**src/rtl/payload_engine_ctrl.sv**
```systemverilog
// Packet sequencer for the payload-engine array: clears engines per packet, feeds
// accepted bytes one per eng_en, waits for the engine pipeline, then reports one match vector.
module payload_engine_ctrl #(
    parameter int NUM_ENG   = 8,
    parameter int MAX_LEN   = 1500,
    parameter int LEN_W     = 11,
    parameter int FLUSH_CYC = 2
) (
    input  logic               clk,
    input  logic               rst_n,
    input  logic [7:0]         s_data,
    input  logic               s_valid,
    input  logic               s_sop,
    input  logic               s_eop,
    output logic               s_ready,
    output logic [7:0]         eng_byte,
    output logic               eng_sod,
    output logic               eng_en,
    input  logic [NUM_ENG-1:0] eng_match,
    output logic [NUM_ENG-1:0] res_match,
    output logic [LEN_W-1:0]   res_len,
    output logic               res_trunc,
    output logic               res_valid,
    input  logic               res_ready
);

    localparam logic [2:0] S_IDLE   = 3'd0;
    localparam logic [2:0] S_CLEAR  = 3'd1;
    localparam logic [2:0] S_STREAM = 3'd2;
    localparam logic [2:0] S_FLUSH  = 3'd3;
    localparam logic [2:0] S_REPORT = 3'd4;

    localparam logic [LEN_W-1:0] MAX_LEN_L   = LEN_W'(MAX_LEN);
    localparam logic [3:0]       FLUSH_CYC_L = 4'(FLUSH_CYC);

    logic [2:0]         state_q, state_d;
    logic [LEN_W-1:0]   len_q, len_d;
    logic               trunc_q, trunc_d;
    logic [3:0]         flush_q, flush_d;
    logic [7:0]         eng_byte_q, eng_byte_d;
    logic               eng_en_q, eng_en_d;
    logic [NUM_ENG-1:0] res_match_q, res_match_d;
    logic [LEN_W-1:0]   res_len_q, res_len_d;
    logic               res_trunc_q, res_trunc_d;
    logic               res_valid_q, res_valid_d;
    logic               ready_c;
    logic               accept_c;
    logic               room_c;

    // In IDLE, non-sop beats are swallowed so stray data never reaches the engines.
    always_comb begin
        ready_c = 1'b0;
        if (state_q == S_STREAM) begin
            ready_c = 1'b1;
        end else if (state_q == S_IDLE) begin
            ready_c = s_valid & ~s_sop;
        end
    end

    assign accept_c = s_valid & ready_c;
    assign room_c   = (len_q < MAX_LEN_L);

    always_comb begin
        state_d     = state_q;
        len_d       = len_q;
        trunc_d     = trunc_q;
        flush_d     = flush_q;
        eng_byte_d  = eng_byte_q;
        eng_en_d    = 1'b0;
        res_match_d = res_match_q;
        res_len_d   = res_len_q;
        res_trunc_d = res_trunc_q;
        res_valid_d = res_valid_q;
        case (state_q)
            S_IDLE: begin
                if (s_valid && s_sop) begin
                    state_d = S_CLEAR;
                end
            end
            S_CLEAR: begin
                len_d   = '0;
                trunc_d = 1'b0;
                state_d = S_STREAM;
            end
            S_STREAM: begin
                if (accept_c) begin
                    if (room_c) begin
                        eng_byte_d = s_data;
                        eng_en_d   = 1'b1;
                        len_d      = len_q + 1'b1;
                    end else begin
                        trunc_d = 1'b1;
                    end
                    // A fed eop byte spends one extra FLUSH cycle while its eng_en is out.
                    if (s_eop) begin
                        state_d = S_FLUSH;
                        flush_d = room_c ? 4'd0 : 4'd1;
                    end
                end
            end
            S_FLUSH: begin
                if (flush_q == FLUSH_CYC_L) begin
                    res_match_d = eng_match;
                    res_len_d   = len_q;
                    res_trunc_d = trunc_q;
                    res_valid_d = 1'b1;
                    state_d     = S_REPORT;
                end else begin
                    flush_d = flush_q + 4'd1;
                end
            end
            S_REPORT: begin
                if (res_ready) begin
                    res_valid_d = 1'b0;
                    state_d     = S_IDLE;
                end
            end
            default: begin
                state_d = S_IDLE;
            end
        endcase
    end

    always_ff @(posedge clk or negedge rst_n) begin
        if (!rst_n) begin
            state_q     <= S_IDLE;
            len_q       <= '0;
            trunc_q     <= 1'b0;
            flush_q     <= 4'd0;
            eng_byte_q  <= 8'd0;
            eng_en_q    <= 1'b0;
            res_match_q <= '0;
            res_len_q   <= '0;
            res_trunc_q <= 1'b0;
            res_valid_q <= 1'b0;
        end else begin
            state_q     <= state_d;
            len_q       <= len_d;
            trunc_q     <= trunc_d;
            flush_q     <= flush_d;
            eng_byte_q  <= eng_byte_d;
            eng_en_q    <= eng_en_d;
            res_match_q <= res_match_d;
            res_len_q   <= res_len_d;
            res_trunc_q <= res_trunc_d;
            res_valid_q <= res_valid_d;
        end
    end

    assign s_ready   = ready_c;
    assign eng_sod   = (state_q == S_CLEAR);
    assign eng_byte  = eng_byte_q;
    assign eng_en    = eng_en_q;
    assign res_match = res_match_q;
    assign res_len   = res_len_q;
    assign res_trunc = res_trunc_q;
    assign res_valid = res_valid_q;

endmodule
```
**config.mk**
```make
export PLATFORM = sky130hd
export DESIGN_NAME = payload_engine_ctrl
export DESIGN_NICKNAME = d
export VERILOG_FILES = /design/src/rtl/payload_engine_ctrl.sv
export SDC_FILE = /design/constraint.sdc
export NUM_CORES = 1
export LEC_CHECK = 0
export BUFFER_PORTS_ARGS = -buffer_cell sky130_fd_sc_hd__buf_2
export CAP_MARGIN = 20
export CORE_ASPECT_RATIO = 1.1
export CORE_MARGIN = 3
export CORE_UTILIZATION = 45
export CTS_CLUSTER_DIAMETER = 50
export DETAILED_ROUTE_END_ITERATION = 8
export PLACE_DENSITY_LB_ADDON = 0.1
export RECOVER_POWER = 50
export SLEW_MARGIN = 15
export SYNTH_ARGS = -nofsm -noshare
export SYNTH_HDL_FRONTEND = slang
export SYNTH_SLANG_ARGS = --single-unit
```
**constraint.sdc**
```tcl
create_clock -name clk -period 4.4 [get_ports clk]
set_input_delay 0.44 -clock clk [delete_from_list [all_inputs] [get_ports clk]]
set_output_delay 0.44 -clock clk [all_outputs]
set_load 0.1 [all_outputs]
```
==> results_dict.tcl, run 1 <==
set metrics [dict create \
    crit_path_end_kind "register" \
    fin_skew_ns 0.002848 \
    core_region_area_um2 4750 \
    tightest_slew_ns 2.541 \
    clock-sinks 49 \
    hold_buffers 0 \
    drc_errors 0 \
    dp_hpwl_um 3213 \
    wire_per_inst_um 14.39 \
    slew_viol_final 50 \
    finalSetupViolCount 0 \
    area_growth_pct 15.96 \
    tns_ns 0 \
    seq_area_frac_synth 0.5451 \
    die_x_um 73.42 \
    worstSetupStartpointType "register" \
    hold_path_class "input pin to register" \
    ys_ff_latch 49 \
    stdcell_area_um2 2609 \
    crit_path_max_incr_delay_ns 0.72 \
    ant_nets 0 \
    clk_latency_ns 0.30 \
    diodes 0 \
    grt_pass1_wl_um 8114 \
    reg2reg_to "res_match[5]" \
    cts_tree "done" \
    first_iter_violations 75 \
    cts_max_level 2 \
    cts.clk_slew.worst_paths_ns 0.08 \
    crit_fanout 21 \
    yosys_warnings 0 \
    final_hold_viol_count 0 \
    clockBufferDepth 2 \
    fillers 438 \
    drtPass1Iterations 5 \
    chipHeight_um 80.16 \
    vias 1749 \
    cts_root_buffer "clkbuf_8" \
    die_area_um2 5885 \
    nets 286 \
    fin_crit_ns 2.494 \
    placed_cell_area_um2 2534 \
    synth_cells 209 \
    post_cts.repair.setup_buffers 0 \
    wl_um 4576 \
    yosysUniqueCellTypes 41 \
    cts_resized 0 \
    violations "capacitance limit, slew limit" \
    multiInputGateArea_um2 929.6 \
    grt_antenna_before_repair 0 \
    postLayoutCoreUtil 0.5493 \
    whs_path_depth 3 \
    hold_path_end "eng_byte[2]" \
    r2r_cells 5 \
    max_slew_margin -0.6940 \
    grt.overflow.total 0 \
    reg2reg_slack_ns 1.91 \
    postSynthNetCount 234 \
    syn_area_per_cell_um2 10.76 \
    grt_max_degree 50 \
    port_buffers 53 \
    r2r-start "flush_q[0]" \
    fmax_mhz 400.9 \
    cp.required_ns 4.59 \
    holdCritStartpoint "s_data[2]" \
    max-cap-violations 1 \
    slowest_stage "nand2_1" \
    cp_cell_sequence "inv_1 > ha_1 > nor3b_1 > nand2_1 > mux2_2" \
    timing.final.crit_share 0.5669 \
    rsz0062_at_grt "no" \
    grt_usage 0.1768 \
    io_pins 54 \
    outcome "complete, but fails checks" \
    syn_area_um2 2250 \
    vias_per_cell 5.500 \
    seq_area_um2 1226 \
    grt_pass1_vias 1743 \
    cts_buffers 5 \
    cp.arrival_ns 2.68 \
    initial_core_util 0.4737 \
    gp_congestion 0.8142 \
    row_count 26 \
    drive_above_1_share 0.2824 \
    path_class "register to register" \
]
[worst max-delay path: cells and delay by family (launching register included)]
family,cells,cell delay (ns)
multiplexers,1,0.51
flip-flops,1,0.44
AND/OR/NAND/NOR,2,1.22
buffers and inverters,1,0.08
adder cells (fa/ha/maj),1,0.13
[flip-flops by register name, indices dropped and copies added (netlist names)]
name / flops
state_q: 3
res_valid: 1
eng_en: 1
res_len: 11
eng_byte: 8
res_match: 8
res_trunc: 1
flush_q: 4
len_q: 11
trunc_q: 1
[per-stage QoR]
| step | setup WS (ns) | hold slack, ns | cells |
|---|---|---|---|
| 4_1_cts | 2.065 | 0.3073 | 318 |
| 3_5_place_dp | 2.190 | 0.4634 | 310 |
| 6_report | 1.906 | 0.3179 | 318 |
| 2_1_floorplan | 1.360 | 0.1444 | 209 |
| 5_1_grt | 1.501 | 0.3185 | 318 |
| 3_3_place_gp | 2.196 | 0.4630 | 310 |
[per-layer routing]
layer | up-vias | routed length [um] | GRT usage | part of all wire
met3 | 5 | 178 | 0.03755 | 0.039
met5 | - | 0 | 0 | 0
met2 | 31 | 2333 | 0.3086 | 0.51
met1 | 857 | 2019 | 0.2139 | 0.44
li1 | 856 | - | - | -
met4 | 0 | 44 | 0.05978 | 0.0096
[cell type report]
| class | count | area share |
|---|---|---|
| clock inverter | 2 | 0.005276 |
| inverter | 10 | 0.01439 |
| multi-input combinational | 142 | 0.3564 |
| sequential | 49 | 0.4700 |
| clock buffer | 6 | 0.03165 |
| tap | 56 | 0.02686 |
| timing repair buffer | 53 | 0.09544 |
[cells in the final DEF (no fill, tap or decap), types with 2 or more instances in the layout]
master,synthesis,routed
nor2_1,6,6
ha_1,3,3
nor3b_1,1,2
nand4_1,4,4
o31ai_1,3,3
dfrtp_1,49,49
o22ai_1,2,2
clkbuf_1,0,13
o211ai_1,2,2
o21ai_0,5,5
a21oi_1,12,12
mux2_2,20,20
clkbuf_8,0,6
nand3_1,9,9
inv_1,10,10
a31o_2,2,2
a22oi_1,2,2
a31oi_1,2,2
nand2_1,38,38
buf_2,5,40
or4_1,2,2
mux2i_1,2,2
nor3_1,6,6
and3_1,4,4
[synthesized netlist by cell type (all sizes together)]
| library cell | count | area, um2 |
|---|---|---|
| nand4 | 4 | 25.02 |
| o221ai | 1 | 8.760 |
| nor3 | 6 | 30.03 |
| dfrtp | 49 | 1226 |
| nor4 | 1 | 6.260 |
| and2 | 1 | 6.260 |
| nor3b | 2 | 20.02 |
| inv | 10 | 37.54 |
| a221o | 1 | 10.01 |
| mux2i | 2 | 20.02 |
| and4bb | 1 | 12.51 |
| nand3b | 1 | 7.510 |
| a31oi | 2 | 12.51 |
| buf | 8 | 51.29 |
| a31o | 3 | 26.28 |
| or3b | 1 | 11.26 |
| or4b | 1 | 10.01 |
| nor2 | 6 | 22.52 |
| a2bb2oi | 1 | 15.01 |
| and3 | 4 | 25.02 |
| and4 | 1 | 8.760 |
| o22ai | 2 | 12.51 |
| or4 | 2 | 15.01 |
| o31ai | 3 | 22.52 |
| a21o | 1 | 7.510 |
| a22oi | 2 | 15.01 |
| ha | 3 | 37.54 |
| o21ai | 6 | 30.02 |
| nand3 | 9 | 45.04 |
| mux2 | 20 | 225.2 |
| a21oi | 12 | 60.06 |
| o41ai | 1 | 8.760 |
| nand2 | 38 | 142.6 |
| o211ai | 3 | 27.52 |
| o21a | 1 | 7.510 |
[cells by family (layout without fill, tap and decap cells)]
logic type | Yosys count | count (layout) | share of synthesized area
compound gates | 39 | 39 | 0.1173
mux | 22 | 22 | 0.1090
simple gates | 78 | 78 | 0.1724
flops | 49 | 49 | 0.5451
fa+ha+maj | 3 | 3 | 0.01669
buf+inv | 18 | 71 | 0.03949
[how the worst max path moves through the flow]
stage,startpoint,end,slack (ns),cells after the start
2_1_floorplan,state_q[1],s_ready,1.36,3
3_3_place_gp,state_q[1],len_q[5],2.20,5
3_5_place_dp,state_q[0],len_q[5],2.19,5
4_1_cts,state_q[2],eng_sod,2.06,4
5_1_grt,rst_n,state_q[0],1.50,1
6_report,flush_q[0],res_match[5],1.91,5
Power of run 1 is not shown: default switching activity piles up to over one toggle a cycle in this logic, so the estimate is an artifact.
==> run 2, diff against run 1 <==
- clock period: 4.4 -> 2.16 ns (I/O delays scaled with it)
==> results_dict.tcl, run 2 (synthesis gave the netlist of run 1 again) <==
set metrics [dict create \
    fin_crit_ns 1.831 \
    cts_buffers 5 \
    drtPass1Iterations 4 \
    max_slew_margin 0.2072 \
    holdCritStartpoint "res_ready" \
    cp.arrival_ns 1.62 \
    hold_path_end "state_q[2]" \
    grt.overflow.total 0 \
    clockBufferDepth 2 \
    vias 1720 \
    wire_per_inst_um 14.11 \
    crit_path_end_kind "primary output" \
    fin_skew_ns 0.007108 \
    grt_max_degree 50 \
    grt_usage 0.1692 \
    r2r_cells 4 \
    nets 291 \
    tns_ns 0 \
    fillers 443 \
    post_cts.repair.setup_buffers 0 \
    cts_tree "done" \
    gp_congestion 0.8029 \
    drive_above_1_share 0.2921 \
    finalSetupViolCount 0 \
    row_count 26 \
    worst-path-buf-inv 3 \
    grt_pass1_wl_um 7769 \
    cpLargestDelayFamily "buffers and inverters" \
    reg2reg_slack_ns 0.42 \
    final_cell_mix "dfrtp_1 (49), nand2_1 (38), buf_2 (37)" \
    slowest_stage "dfrtp_1" \
    diodes 0 \
    die_area_um2 5885 \
    vias_per_cell 5.325 \
    cp.required_ns 1.94 \
    crit_fanout 13 \
    clk_latency_ns 0.30 \
    grt_pass1_vias 1619 \
    timing.final.crit_share 0.8478 \
    wl_um 4559 \
    slew_viol_final 0 \
    port_buffers 53 \
    first_iter_violations 96 \
    whs_path_depth 2 \
    tightest_slew_ns 1.189 \
    chipHeight_um 80.16 \
    cts.clk_slew.worst_paths_ns 0.09 \
    area_growth_pct 18.85 \
    cts_max_level 2 \
    hold_path_class "input pin to register" \
    grt_antenna_before_repair 0 \
    r2r-start "state_q[1]" \
    die_x_um 73.42 \
    cts_resized 0 \
    path_class "register to primary output" \
    core_region_area_um2 4750 \
    clock-sinks 49 \
    reg2reg_to "len_q[8]" \
    hold_buffers 0 \
    cp_cell_sequence "inv_1 > nand3_1 > inv_1 > buf_2" \
    max-cap-violations 0 \
    outcome "completed" \
    cts_root_buffer "clkbuf_8" \
    rsz0062_at_grt "no" \
    worstSetupStartpointType "register" \
    crit_top_cell "inv_1" \
    fmax_mhz 546.1 \
    io_pins 54 \
    dp_hpwl_um 3216 \
    final_hold_viol_count 0 \
    initial_core_util 0.4737 \
    drc_errors 0 \
    crit_path_max_incr_delay_ns 0.53 \
    ant_nets 0 \
    layout_commonest_cell "dfrtp_1" \
]
==> run 2: stage by stage <==
| step | worst slack (ns) | std cells | hold slack, ns | area, um2 | util |
|---|---|---|---|---|---|
| floorplan | 0.2032 | 209 | -0.07959 | 2255 | - |
| detailed placement | 0.4485 | 315 | 0.3593 | 2576 | 0.5424 |
| global route | 0.1768 | 323 | 0.09674 | 2674 | 0.5630 |
| finish | 0.3288 | 323 | 0.09768 | 2674 | 0.5630 |
| CTS | 0.3222 | 323 | 0.03219 | 2696 | 0.5677 |
| global placement | 0.4491 | 315 | 0.3606 | 2576 | 0.5424 |
==> run 2: metal layers <==
layer | GRT usage | part of all wire | vias up
li1 | - | - | 856
met1 | 0.2251 | 0.45 | 825
met2 | 0.2782 | 0.50 | 33
met3 | 0.03379 | 0.039 | 6
met4 | 0.04891 | 0.012 | 0
met5 | 0 | 0 | -
==> run 2: layout make-up <==
cell class | instances | area (um2) | area share
inverters | 10 | 37.54 | 0.01404
clock buffers | 6 | 82.58 | 0.03088
multi-input cells | 142 | 939.7 | 0.3514
well taps | 56 | 70.07 | 0.02621
clock inverters | 2 | 37.54 | 0.01404
flip-flops and latches | 49 | 1226 | 0.4586
repair buffers | 58 | 280.3 | 0.1048
==> run 2: worst max path at each step <==
stage	start	end	slack, ns	cells after the start
after floorplan	state_q[1]	s_ready	0.20	3
after CTS	state_q[1]	eng_sod	0.32	4
after global placement	state_q[1]	flush_q[2]	0.45	4
after detailed placement	state_q[1]	flush_q[2]	0.45	4
final	state_q[1]	eng_sod	0.33	4
after global routing	state_q[1]	eng_sod	0.18	4
Power of run 2 is left out for the same reason.
